**src/rtl/sdram_port_arbiter.sv**
```systemverilog
// sdram_port_arbiter: shares one Avalon-MM SDRAM slave port between two masters.
// Client 0 is the framebuffer reader, client 1 is game logic. Commands are
// arbitrated in IDLE, registered onto the sdram_* bus and held in ISSUE until
// the SDRAM accepts them. Outstanding reads are tracked in a tag FIFO so each
// returning readdatavalid is routed to the client that issued the read.
//
// Optional build macro: SDRAM_ARB_FIXED_PRI_EN
//   defined   -> client 0 always wins when both clients are eligible
//   undefined -> round-robin between the two clients
//
// Handshake: a client holds address/read/write/data stable while its
// cN_waitrequest is high; the command is taken in the single cycle where
// cN_waitrequest is low, which is the cycle the SDRAM drops sdram_waitrequest
// while this client's command is on the bus.
//
// dbg_state exposes the FSM state (0 = IDLE, 1 = ISSUE) for checkers.

module sdram_port_arbiter #(
    parameter int ADDR_W      = 25,
    parameter int DATA_W      = 16,
    parameter int MAX_PENDING = 4
) (
    input  logic                  clk_clk,
    input  logic                  reset_reset,

    input  logic [ADDR_W-1:0]     c0_address,
    input  logic                  c0_read,
    input  logic                  c0_write,
    input  logic [DATA_W-1:0]     c0_writedata,
    input  logic [DATA_W/8-1:0]   c0_byteenable,
    output logic                  c0_waitrequest,
    output logic [DATA_W-1:0]     c0_readdata,
    output logic                  c0_readdatavalid,

    input  logic [ADDR_W-1:0]     c1_address,
    input  logic                  c1_read,
    input  logic                  c1_write,
    input  logic [DATA_W-1:0]     c1_writedata,
    input  logic [DATA_W/8-1:0]   c1_byteenable,
    output logic                  c1_waitrequest,
    output logic [DATA_W-1:0]     c1_readdata,
    output logic                  c1_readdatavalid,

    output logic [ADDR_W-1:0]     sdram_address,
    output logic [DATA_W/8-1:0]   sdram_byteenable_n,
    output logic                  sdram_chipselect,
    output logic [DATA_W-1:0]     sdram_writedata,
    output logic                  sdram_read_n,
    output logic                  sdram_write_n,
    input  logic [DATA_W-1:0]     sdram_readdata,
    input  logic                  sdram_readdatavalid,
    input  logic                  sdram_waitrequest,

    output logic                  orphan_err,
    output logic                  dbg_state
);

    localparam int BE_W  = DATA_W / 8;
    localparam int PTR_W = (MAX_PENDING > 1) ? $clog2(MAX_PENDING) : 1;
    localparam int CNT_W = PTR_W + 1;

    typedef enum logic {
        IDLE  = 1'b0,
        ISSUE = 1'b1
    } state_t;

    state_t              state_q, state_d;
    logic                gnt_q, gnt_d;
    logic [ADDR_W-1:0]   addr_q, addr_d;
    logic [DATA_W-1:0]   wdata_q, wdata_d;
    logic [BE_W-1:0]     be_n_q, be_n_d;
    logic                cs_q, cs_d;
    logic                rd_n_q, rd_n_d;
    logic                wr_n_q, wr_n_d;

    logic [MAX_PENDING-1:0] tags_q, tags_d;
    logic [PTR_W-1:0]       wr_ptr_q, wr_ptr_d;
    logic [PTR_W-1:0]       rd_ptr_q, rd_ptr_d;
    logic [CNT_W-1:0]       cnt_q, cnt_d;
    logic                   orphan_q, orphan_d;

    logic room, elig0, elig1, pick1, sel_wr;
    logic accept, push, pop, head_tag;

    // A write wins over a simultaneous read; reads need a free tag slot.
    assign room  = (cnt_q < CNT_W'(MAX_PENDING));
    assign elig0 = c0_write | (c0_read & room);
    assign elig1 = c1_write | (c1_read & room);

`ifdef SDRAM_ARB_FIXED_PRI_EN
    // Client 0 has absolute priority; client 1 only gets idle slots.
    assign pick1 = elig1 & ~elig0;
`else
    logic rr_q, rr_d;   // 1 = client 1 is preferred on the next tie

    // On a tie the client that was not granted last goes first.
    assign pick1 = elig1 & (~elig0 | rr_q);
    assign rr_d  = accept ? ~gnt_q : rr_q;

    // Round-robin preference register, updated on every accepted command.
    always_ff @(posedge clk_clk or posedge reset_reset) begin
        if (reset_reset) rr_q <= 1'b0;
        else             rr_q <= rr_d;
    end
`endif

    assign sel_wr = pick1 ? c1_write : c0_write;

    assign accept = (state_q == ISSUE) & ~sdram_waitrequest;
    assign push   = accept & ~rd_n_q;
    assign pop    = sdram_readdatavalid & (cnt_q != '0);

    // FSM next-state and command register loading.
    always_comb begin
        state_d = state_q;
        gnt_d   = gnt_q;
        addr_d  = addr_q;
        wdata_d = wdata_q;
        be_n_d  = be_n_q;
        cs_d    = cs_q;
        rd_n_d  = rd_n_q;
        wr_n_d  = wr_n_q;
        case (state_q)
            IDLE: begin
                if (elig0 | elig1) begin
                    state_d = ISSUE;
                    gnt_d   = pick1;
                    cs_d    = 1'b1;
                    wr_n_d  = ~sel_wr;
                    rd_n_d  = sel_wr;
                    addr_d  = pick1 ? c1_address   : c0_address;
                    wdata_d = pick1 ? c1_writedata : c0_writedata;
                    be_n_d  = pick1 ? ~c1_byteenable : ~c0_byteenable;
                end
            end
            ISSUE: begin
                if (!sdram_waitrequest) begin
                    state_d = IDLE;
                    cs_d    = 1'b0;
                    rd_n_d  = 1'b1;
                    wr_n_d  = 1'b1;
                    be_n_d  = '1;
                    addr_d  = '0;
                    wdata_d = '0;
                end
            end
            default: state_d = IDLE;
        endcase
    end

    // FSM state and registered SDRAM command bus.
    always_ff @(posedge clk_clk or posedge reset_reset) begin
        if (reset_reset) begin
            state_q <= IDLE;
            gnt_q   <= 1'b0;
            addr_q  <= '0;
            wdata_q <= '0;
            be_n_q  <= '1;
            cs_q    <= 1'b0;
            rd_n_q  <= 1'b1;
            wr_n_q  <= 1'b1;
        end else begin
            state_q <= state_d;
            gnt_q   <= gnt_d;
            addr_q  <= addr_d;
            wdata_q <= wdata_d;
            be_n_q  <= be_n_d;
            cs_q    <= cs_d;
            rd_n_q  <= rd_n_d;
            wr_n_q  <= wr_n_d;
        end
    end

    // Tag FIFO next state: push the grant on read accept, pop on readdatavalid.
    always_comb begin
        tags_d   = tags_q;
        wr_ptr_d = wr_ptr_q;
        rd_ptr_d = rd_ptr_q;
        cnt_d    = cnt_q;
        orphan_d = orphan_q;
        if (push) begin
            tags_d[wr_ptr_q] = gnt_q;
            wr_ptr_d         = wr_ptr_q + PTR_W'(1);
        end
        if (pop) begin
            rd_ptr_d = rd_ptr_q + PTR_W'(1);
        end
        if (push && !pop) begin
            cnt_d = cnt_q + CNT_W'(1);
        end else if (pop && !push) begin
            cnt_d = cnt_q - CNT_W'(1);
        end
        // Data arriving with nothing outstanding is dropped and flagged.
        if (sdram_readdatavalid && (cnt_q == '0)) begin
            orphan_d = 1'b1;
        end
    end

    // Tag FIFO registers and the sticky orphan flag.
    always_ff @(posedge clk_clk or posedge reset_reset) begin
        if (reset_reset) begin
            tags_q   <= '0;
            wr_ptr_q <= '0;
            rd_ptr_q <= '0;
            cnt_q    <= '0;
            orphan_q <= 1'b0;
        end else begin
            tags_q   <= tags_d;
            wr_ptr_q <= wr_ptr_d;
            rd_ptr_q <= rd_ptr_d;
            cnt_q    <= cnt_d;
            orphan_q <= orphan_d;
        end
    end

    assign head_tag = tags_q[rd_ptr_q];

    assign c0_waitrequest   = ~(accept & ~gnt_q);
    assign c1_waitrequest   = ~(accept &  gnt_q);
    assign c0_readdata      = sdram_readdata;
    assign c1_readdata      = sdram_readdata;
    assign c0_readdatavalid = pop & ~head_tag;
    assign c1_readdatavalid = pop &  head_tag;

    assign sdram_address      = addr_q;
    assign sdram_byteenable_n = be_n_q;
    assign sdram_chipselect   = cs_q;
    assign sdram_writedata    = wdata_q;
    assign sdram_read_n       = rd_n_q;
    assign sdram_write_n      = wr_n_q;

    assign orphan_err = orphan_q;
    assign dbg_state  = state_q;

endmodule

```
**config.mk**
```make
export PLATFORM = sky130hd
export DESIGN_NAME = sdram_port_arbiter
export DESIGN_NICKNAME = d
export VERILOG_FILES = /design/src/rtl/sdram_port_arbiter.sv
export SDC_FILE = /design/constraint.sdc
export NUM_CORES = 1
export LEC_CHECK = 0
export ABC_AREA = 1
export CAP_MARGIN = 5
export CORE_MARGIN = 4
export CORE_UTILIZATION = 35
export DETAILED_ROUTE_END_ITERATION = 10
export GPL_TIMING_DRIVEN = 1
export PLACE_DENSITY = 0.72
export SLEW_MARGIN = 20
export SYNTH_ARGS = -nofsm -noshare
export SYNTH_HDL_FRONTEND = slang
export SYNTH_SLANG_ARGS = --single-unit
```
**constraint.sdc**
```tcl
create_clock -name clk_clk -period 5.2 [get_ports clk_clk]
set_input_delay 1.04 -clock clk_clk [delete_from_list [all_inputs] [get_ports clk_clk]]
set_output_delay 1.04 -clock clk_clk [all_outputs]
set_load 0.03 [all_outputs]
```
Word level (Yosys, flattened, before mapping)
Cells that the tools add are included.
W data, S select, Z words.
- register bits: 61
- latch bits: 0
- bits in writable memories: 0
- memory bits (read-only): 0
- input bits: 110
- output and inout port bits: 84
- logic and storage cells: 91
- memories: 0
- $add $sub $neg: 4
- $mul: 0
- div/mod/pow operators: 0
- $lt $le $gt $ge: 4
- eq/ne operators: 2
- shifts and indexed selects: 0
- mux-type cells: 31
- bitwise logic cells: 25
- reductions and logical operators: 11
- operator list (kind ; count):
    $mux W25 ; 3
    $pmux W25 S2 ; 1
    $mux W16 ; 3
    $pmux W16 S2 ; 1
    $and A1 B1 Y1 ; 10
    $mux W1 ; 10
    $not A1 Y1 ; 9
    $pmux W1 S2 ; 4
    $lt A2 B3 Y1 const B ; 2
    $mux W2 ; 3
    $mux W3 ; 2
    $add A2 B1 Y2 const B ; 2
    $bwmux W4 ; 1
    $logic_and A1 B1 Y1 ; 4
    $ne A2 B2 Y1 const B ; 2
    $not A2 Y2 ; 2
    $or A1 B1 Y1 ; 4
    $pmux W2 S2 ; 1
    $reduce_and A2 Y1 ; 2
    $add A3 B1 Y3 const B ; 1
    $logic_not A3 Y1 ; 1
    $lt A3 B3 Y1 const B ; 1
    $reduce_bool A3 Y1 ; 1
    $sub A3 B1 Y3 const B ; 1
    other kinds (5) ; 6

Longest topological paths before layout
Gate-level depths: netlist of run 1.
- depth after elaboration: 10
- depth in mapped cells: 11
- mapped depth without buffers: 10

Worst setup path after synthesis of run 1
Ideal clock, no wire load.
- path type: input port to output port
- from: input port sdram_readdatavalid
- to: output port c0_readdatavalid
- arrival: 1.615 ns
- required time: 4.160 ns
- setup slack: 2.545 ns
- stages on the path: 2
- path buffers: 0
- cell sequence: nand2_1 > a21oi_1
- cells in the longest elaborated chain, start to end: 2
- ends and longest elaborated chain (item ; RTL line ; text):
    start, declared ; 51 ; input logic sdram_readdatavalid,
    $and A1 B1 Y1 ; 111 ; assign pop = sdram_readdatavalid & (cnt_q != '0);
    $and A1 B1 Y1 ; 222 ; assign c0_readdatavalid = pop & ~head_tag;
    end, declared ; 33 ; output logic c0_readdatavalid,
No other way between the ends.

Final worst setup path of run 1
Same ends and word-level chain as after synthesis.

==> results.yml, run 1 <==
worst_hold_path:
  hp-class: "flop to flop"
  worstHoldEndpoint: "orphan_err"
  hold_path.startpoint: "orphan_err"
  hold_depth: 1
power_and_ir_drop:
  vdd_drop_max_mv: 0.253
  p_int_w: 0.00135
  combPwrFrac: 0.494
  pwr-share-clk: 0.177
  p_seq_frac: 0.329
  p_sw_w: 0.000999
  swShare: 0.425
  p_per_area_mw_per_mm2: 455
  p_leak_nw: 2.50
  p_total_w: 0.00235
place:
  place_congestion: 0.783
  dpl.cell_count: 694
  io_buffers: 145
  dp_hpwl_um: 7060
routing:
  drtIter0Drc: 197
  vias: 3314
  via_per_inst: 4.67
  drt-total-wl_um: 9900
  drtAntennaViolNets: 0
  wl_per_cell_um: 13.9
  firstDrtPassIters: 4
  drc: 0
synthesis:
  postSynthAreaPerCell_um2: 7.97
  synth.yosys.seq_area_share: 0.409
  synth_edf_count: 0
  ys_ff_latch: 61
  synth_warnings: 0
  async_flop_share: 1.00
  synth_cell_types: 29
  ys.flop_type: "dfrtp_1"
  synth_area_mm2: 0.00374
  syn_nets: 586
  netlist_instances: 470
cts:
  cts_hold_buf: 0
  clock_path_buffers: 2
  clkTransAtPathRegs_ps: 70
  post-cts-setup-buffer-count: 0
  cts_tree: "yes"
  clock_latency_ps: 330
  post_cts_resized: 0
  htree_num_levels: 3
  clock-root-buffer: "clkbuf_8"
  numCtsBuffers: 9
  clock-sinks: 61
critical_path:
  arrival_ps: 2500
  worstReg2RegEnd: "cnt_q[2]"
  r2r_cells: 10
  cp_max_fo: 4
  endpoint_kind: "primary output"
  r2r_slack_ps: 2570
  crit_type: "input port to primary output"
  critPathLaunchType: "input port"
  cp.required_ps: 4160
  r2r_start: "dbg_state"
die:
  die_h_um: 111
  start_util: 0.361
  die_w_um: 111
  dieArea_mm2: 0.0124
  ios: 194
  core_area_mm2: 0.0104
  rows: 37
grt:
  grt_pass1_vias: 3219
  antenna_found_initial: 0
  overflow: 0
  grt_max_degree: 62
  grt_pass1_wl_um: 16100
  track_usage: 0.158
final_layout:
  layout.nets: 685
  synthToLayoutAreaGrowth_pct: 37.8
  diodes: 0
  n_fill_cell: 1013
  multiInputGateArea_mm2: 0.00153
  drive_gt1_frac: 0.0801
  seqCellArea_mm2: 0.00153
  stdcell_count: 710
  layout_commonest_cell: "clkdlybuf4s50_1"
  layout_common_cells: "145 x clkdlybuf4s50_1, 104 x nand2_1, 81 x nand3_1"
sta:
  final.period_utilization: 0.681
  slew_viol_final: 0
  setup_viol: 0
  rsz0062_at_grt: "false"
  max_slew.worst_pin.slew_ps: 957
  fin_crit_ps: 3540
  finalClockSkew_ps: 7.56
  setup-tns-final_ps: 0
  hold_viol: 0
  slew_headroom: 0.361
  max_freq_mhz: 282
job:
  maxCapViolCount: 0
outcome:
  status: "completed"
[sequential cells by signal, summed over array words and instances (netlist names)]
register            count
cnt_q                   3
dbg_state               1
gnt_q                   1
orphan_err              1
rd_ptr_q                2
rr_q                    1
sdram_address          25
sdram_byteenable_n      2
sdram_chipselect        1
sdram_read_n            1
sdram_write_n           1
sdram_writedata        16
tags_q                  4
wr_ptr_q                2
[final cells by class]
| type | instances | area share |
|---|---|---|
| Tap cell | 136 | 0.0330 |
| Sequential cell | 61 | 0.297 |
| Timing Repair Buffer | 149 | 0.287 |
| Inverter | 65 | 0.0473 |
| Multi-Input combinational cell | 283 | 0.297 |
| Clock buffer | 10 | 0.0267 |
| Clock inverter | 6 | 0.0121 |
[how the worst max path moves through the flow]
stage | startpoint | to | slack, ps
floorplan | sdram_readdatavalid | c0_readdatavalid | 2550
global placement | sdram_waitrequest | cnt_q[2] | 1660
detailed placement | sdram_waitrequest | cnt_q[2] | 1600
CTS | sdram_readdatavalid | c0_readdatavalid | 1650
global route | sdram_readdatavalid | c0_readdatavalid | 1580
finish | sdram_readdatavalid | c0_readdatavalid | 1660
[through the flow]
stage	util	hold slack (ps)	setup WS [ps]	area, um^2
after floorplan	-	464	2550	3740
after CTS	0.497	469	1650	5160
after detailed placement	0.478	452	1600	4960
final	0.497	467	1660	5160
after global placement	0.478	457	1660	4960
after global routing	0.497	482	1580	5160
[per-layer routing]
layer	track usage	share of wire	vias to the layer above
li1	-	-	1653
met1	0.195	0.42	1540
met2	0.265	0.49	101
met3	0.0533	0.067	20
met4	0.0397	0.015	0
met5	0	0	-
[critical path: stages]
cell and delay, ps:
clkdlybuf4s50_1 510, nand2_1 130, a21oi_1 140, clkdlybuf4s50_1 680
[logic make-up after synthesis]
group                      after synthesis  synth area share
AOI/OAI and AO/OA                       23            0.0341
xor gates and xnor gates                 4           0.00936
adders and majority gates                6            0.0221
buffers and inverters                  126             0.185
DFF                                     61             0.409
and+or+nand+nor                        250             0.341
[power by group through the flow]
stage | clock, W | sequential (W) | combinational (W)
floorplan | 0 | 0.00100 | 0.000561
global placement | 0 | 0.000775 | 0.00115
detailed placement | 0 | 0.000780 | 0.00118
CTS | 0.000434 | 0.000776 | 0.00118
global route | 0.000458 | 0.000796 | 0.00127
finish | 0.000415 | 0.000773 | 0.00116
[synthesized netlist by cell type (all sizes together), types with 3 or more instances]
cell type | n | area, um^2
xor2 | 3 | 26.3
dfrtp | 57 | 1430
nand2 | 110 | 430
dfstp | 4 | 105
nand3b | 39 | 293
ha | 5 | 62.6
o21ai | 7 | 38.8
buf | 60 | 444
a31oi | 4 | 25.0
nand3 | 91 | 505
nor2 | 10 | 47.6
inv | 65 | 244
a21oi | 11 | 55.1
(Power assumes the default switching activity.)
==> inputs of run 2 (changes only) <==
PLACE_DENSITY = 0.75   (was 0.72)
clock period = 3.1 ns   (was 5.2 ns; I/O delays follow)
==> results.yml, run 2 (same netlist as run 1, synthesis figures left out) <==
critical_path:
  cp-startpoint: "sdram_readdatavalid"
  cp.required_ps: 2480
  cpMostUsedCell: "clkdlybuf4s50_1"
  r2r_start: "cnt_q[2]"
  endpoint_kind: "primary output"
  critPathLaunchType: "input port"
  crit_type: "input port to primary output"
  arrival_ps: 2100
  cp_slowest_cell: "clkdlybuf4s50_1"
  cp_cell_sequence: "clkdlybuf4s50_1 > nand2_1 > a21oi_1 > clkdlybuf4s50_1"
  cp_slowest_stage_delay_ps: 700
  path_buf_inv: 2
  crit_family: "buffers and inverters"
  cp_max_fo: 4
power_and_ir_drop:
  p_per_area_mw_per_mm2: 768
  combPwrFrac: 0.496
  vdd_drop_max_mv: 0.274
  pwr-share-clk: 0.183
  p_seq_frac: 0.322
  p_leak_nw: 2.54
  p_int_w: 0.00233
  swShare: 0.419
  p_sw_w: 0.00168
routing:
  wl_per_cell_um: 14.1
  vias: 3419
  drtIter0Drc: 185
  drc: 0
  via_per_inst: 4.78
  drt-total-wl_um: 10000
  firstDrtPassIters: 6
  drtAntennaViolNets: 0
cts:
  post_cts_resized: 0
  clock-root-buffer: "clkbuf_8"
  clock_latency_ps: 330
  cts_hold_buf: 0
  htree_num_levels: 3
  cts_tree: "yes"
  clock-sinks: 61
  post-cts-setup-buffer-count: 0
  clkTransAtPathRegs_ps: 70
  numCtsBuffers: 9
  clock_path_buffers: 2
die:
  core_area_mm2: 0.0104
  die_h_um: 111
  start_util: 0.361
  dieArea_mm2: 0.0124
  rows: 37
  die_w_um: 111
  ios: 194
sta:
  max_slew.worst_pin.slew_ps: 685
  max_freq_mhz: 368
  setup_viol: 0
  hold_viol: 0
  slew_viol_final: 0
  slew_headroom: 0.543
  whs_ps: 489
  setup-tns-final_ps: 0
  final.period_utilization: 0.876
  finalClockSkew_ps: 10.6
  rsz0062_at_grt: "false"
  fin_crit_ps: 2720
final_layout:
  seqCellArea_mm2: 0.00153
  diodes: 0
  drive_gt1_frac: 0.0898
  layout_common_cells: "143 x clkdlybuf4s50_1, 104 x nand2_1, 81 x nand3_1"
  largest_reg_flops: 25
  n_fill_cell: 990
  synthToLayoutAreaGrowth_pct: 39.6
  stdcell_count: 715
  multiInputGateArea_mm2: 0.00153
  layout_commonest_cell: "clkdlybuf4s50_1"
  layout.nets: 690
grt:
  grt_pass1_wl_um: 16100
  grt_pass1_vias: 3362
  overflow: 0
  grt_max_degree: 45
  antenna_found_initial: 0
  track_usage: 0.157
worst_hold_path:
  hold_path.startpoint: "orphan_err"
  hp-class: "flop to flop"
job:
  maxCapViolCount: 0
outcome:
  status: "completed"
place:
  io_buffers: 145
  place_congestion: 0.827
  dpl.cell_count: 699
  dp_hpwl_um: 7160
[run 2: changes by cell type in the layout (fill, tap and decap cells not counted), sizes merged]
| cell | change |
|---|---|
| clkinv | -1 |
| clkinvlp | -2 |
| buf | +7 |
| clkbuf | +3 |
| clkdlybuf4s50 | -2 |
[run 2: final cells by class]
cell class / count / area share
timing repair buffer: 154 / 0.294
sequential: 61 / 0.293
multi-input combinational: 283 / 0.293
inverter: 65 / 0.0467
tap: 136 / 0.0326
clock buffer: 13 / 0.0323
clock inverter: 3 / 0.00814
[run 2: metrics by stage]
step / setup WS, ps / util / power [W] / instance area [um^2]
finish: 384 / 0.504 / 0.00402 / 5230
global placement: 439 / 0.484 / 0.00325 / 5020
CTS: 391 / 0.504 / 0.00407 / 5230
global route: 329 / 0.504 / 0.00428 / 5230
floorplan: 974 / - / 0.00262 / 3740
detailed placement: 404 / 0.484 / 0.00331 / 5020
[run 2: final timing paths]
path,end,slack (ps),cells after the start
worst max-delay path,c0_readdatavalid,380,4
worst min-delay path,orphan_err,490,1
worst max register to register,sdram_writedata[4],1140,8
worst min register to register,orphan_err,490,1
max in group asynchronous,sdram_write_n,1700,3
min in group asynchronous,sdram_address[21],710,2
[run 2: power groups by stage]
stage | Combinational [W] | Sequential (W) | Clock, W
after floorplan | 0.000940 | 0.00168 | 0
after global placement | 0.00195 | 0.00130 | 0
after detailed placement | 0.00201 | 0.00130 | 0
after CTS | 0.00201 | 0.00130 | 0.000762
after global routing | 0.00216 | 0.00133 | 0.000794
final | 0.00199 | 0.00129 | 0.000733
[run 2: routing by layer]
metal	GRT usage	up-vias	wire, um
met3	0.0440	26	733
met4	0.0697	0	153
li1	-	1661	-
met1	0.187	1607	4280
met5	0	-	0
met2	0.265	125	4880
[run 2: worst register-to-register path: stages (launching register included)]
cell	delay (ps)
dfrtp_1	410
inv_2	90
nand2_1	70
nand2_2	120
nand2_2	330
nand2_4	550
nand2_1	130
nand3_1	100
nand2_1	60
==> inputs of run 3 (changes only) <==
CORE_ASPECT_RATIO = 0.7   (was not set)
==> results.yml, run 3 (same netlist as run 1, synthesis figures left out) <==
power_and_ir_drop:
  p_per_area_mw_per_mm2: 794
  p_seq_frac: 0.309
  pwr-share-clk: 0.214
  vdd_drop_max_mv: 0.269
  p_sw_w: 0.00173
  combPwrFrac: 0.477
  swShare: 0.411
  p_total_w: 0.00421
  p_leak_nw: 2.58
  p_int_w: 0.00248
cts:
  cts_hold_buf: 0
  clock-root-buffer: "clkbuf_16"
  cts_tree: "yes"
  numCtsBuffers: 9
  htree_num_levels: 3
  clock-sinks: 61
  clkTransAtPathRegs_ps: 50
  post-cts-setup-buffer-count: 0
  clock_path_buffers: 2
  clock_latency_ps: 320
  post_cts_resized: 0
final_layout:
  layout_commonest_cell: "clkdlybuf4s50_1"
  layout.nets: 690
  largest_reg_flops: 25
  drive_gt1_frac: 0.0867
  layout_common_cells: "143 x clkdlybuf4s50_1, 104 x nand2_1, 81 x nand3_1"
  fin_area_mm2: 0.00530
  synthToLayoutAreaGrowth_pct: 41.6
  n_fill_cell: 978
  diodes: 0
die:
  die_w_um: 132
  ios: 194
  die_h_um: 94.5
  rows: 31
  dieArea_mm2: 0.0124
  start_util: 0.360
  core_area_mm2: 0.0104
place:
  dp_hpwl_um: 7530
  place_area_mm2: 0.00504
  dp_slack_ps: 388
  io_buffers: 145
  place_congestion: 0.780
routing:
  drtIter0Drc: 183
  via_per_inst: 4.80
  wl_per_cell_um: 14.8
  drt-total-wl_um: 10500
  drc: 0
  drtAntennaViolNets: 0
  vias: 3401
  firstDrtPassIters: 4
sta:
  slew_viol_final: 0
  max_freq_mhz: 371
  setup-tns-final_ps: 0
  max_slew.worst_pin.slew_ps: 654
  worst_slack_ps: 405
  fin_crit_ps: 2690
  whs_ps: 483
  final.period_utilization: 0.869
  hold_viol: 0
  slew_headroom: 0.563
  setup_viol: 0
  finalClockSkew_ps: 7.66
  rsz0062_at_grt: "false"
job:
  maxCapViolCount: 0
grt:
  grt_max_degree: 44
  grt_pass1_wl_um: 17200
  antenna_found_initial: 0
  track_usage: 0.171
  overflow: 0
  grt_pass1_vias: 3496
critical_path:
  critPathLaunchType: "input port"
  endpoint_kind: "primary output"
  r2r_slack_ps: 1180
  crit_type: "input port to primary output"
  cp_max_fo: 4
  arrival_ps: 2070
  cp.required_ps: 2480
worst_hold_path:
  hp-class: "flop to flop"
outcome:
  status: "completed"
## run 3: cell types whose count changed in the layout (fill, tap and decap cells not counted)
| cell | before | now |
|---|---|---|
| clkbuf_8 | 12 | 2 |
| clkbuf_16 | 0 | 9 |
| bufinv_16 | 1 | 0 |
| buf_12 | 2 | 4 |
| buf_4 | 9 | 7 |
| clkinv_2 | 1 | 2 |
| clkinvlp_4 | 1 | 0 |
## run 3: area by class of cell
type                       count  area [um^2]  area share
sequential                    61         1530       0.289
tap                          132          165      0.0311
timing repair buffer         154         1560       0.295
clock inverter                 2         10.0     0.00189
clock buffer                  12          256      0.0484
inverter                      65          244      0.0460
multi-input combinational    283         1530       0.289
## run 3: critical path, stage by stage
cell and delay, ps:
clkdlybuf4s50_1 520, nand2_1 130, a21oi_1 130, clkdlybuf4s50_1 680
## run 3: final timing paths
check,start,endpoint,cells past startpoint
worst min-delay path,orphan_err,orphan_err,1
worst max register to register,cnt_q[2],sdram_read_n,9
worst max-delay path,sdram_readdatavalid,c0_readdatavalid,4
max in group asynchronous,reset_reset,sdram_read_n,3
min in group asynchronous,reset_reset,sdram_writedata[15],2
worst min register to register,orphan_err,orphan_err,1
## run 3: power groups by stage
stage / combinational [W] / clock, W / sequential [W]
finish: 0.00201 / 0.000899 / 0.00130
global route: 0.00219 / 0.000964 / 0.00134
CTS: 0.00204 / 0.000925 / 0.00131
detailed placement: 0.00202 / 0 / 0.00131
global placement: 0.00198 / 0 / 0.00130
floorplan: 0.000940 / 0 / 0.00168
## run 3: routing by layer
layer	part of all wire	vias to the layer above	global-route usage
met5	0	-	0
met2	0.44	143	0.270
li1	-	1666	-
met1	0.46	1581	0.214
met4	0.0072	0	0.0420
met3	0.091	11	0.0804
## run 3: metrics by stage
step | utilization | cells
after floorplan | - | 470
after global placement | 0.484 | 695
after detailed placement | 0.484 | 695
after CTS | 0.510 | 709
after global routing | 0.510 | 709
final | 0.510 | 709
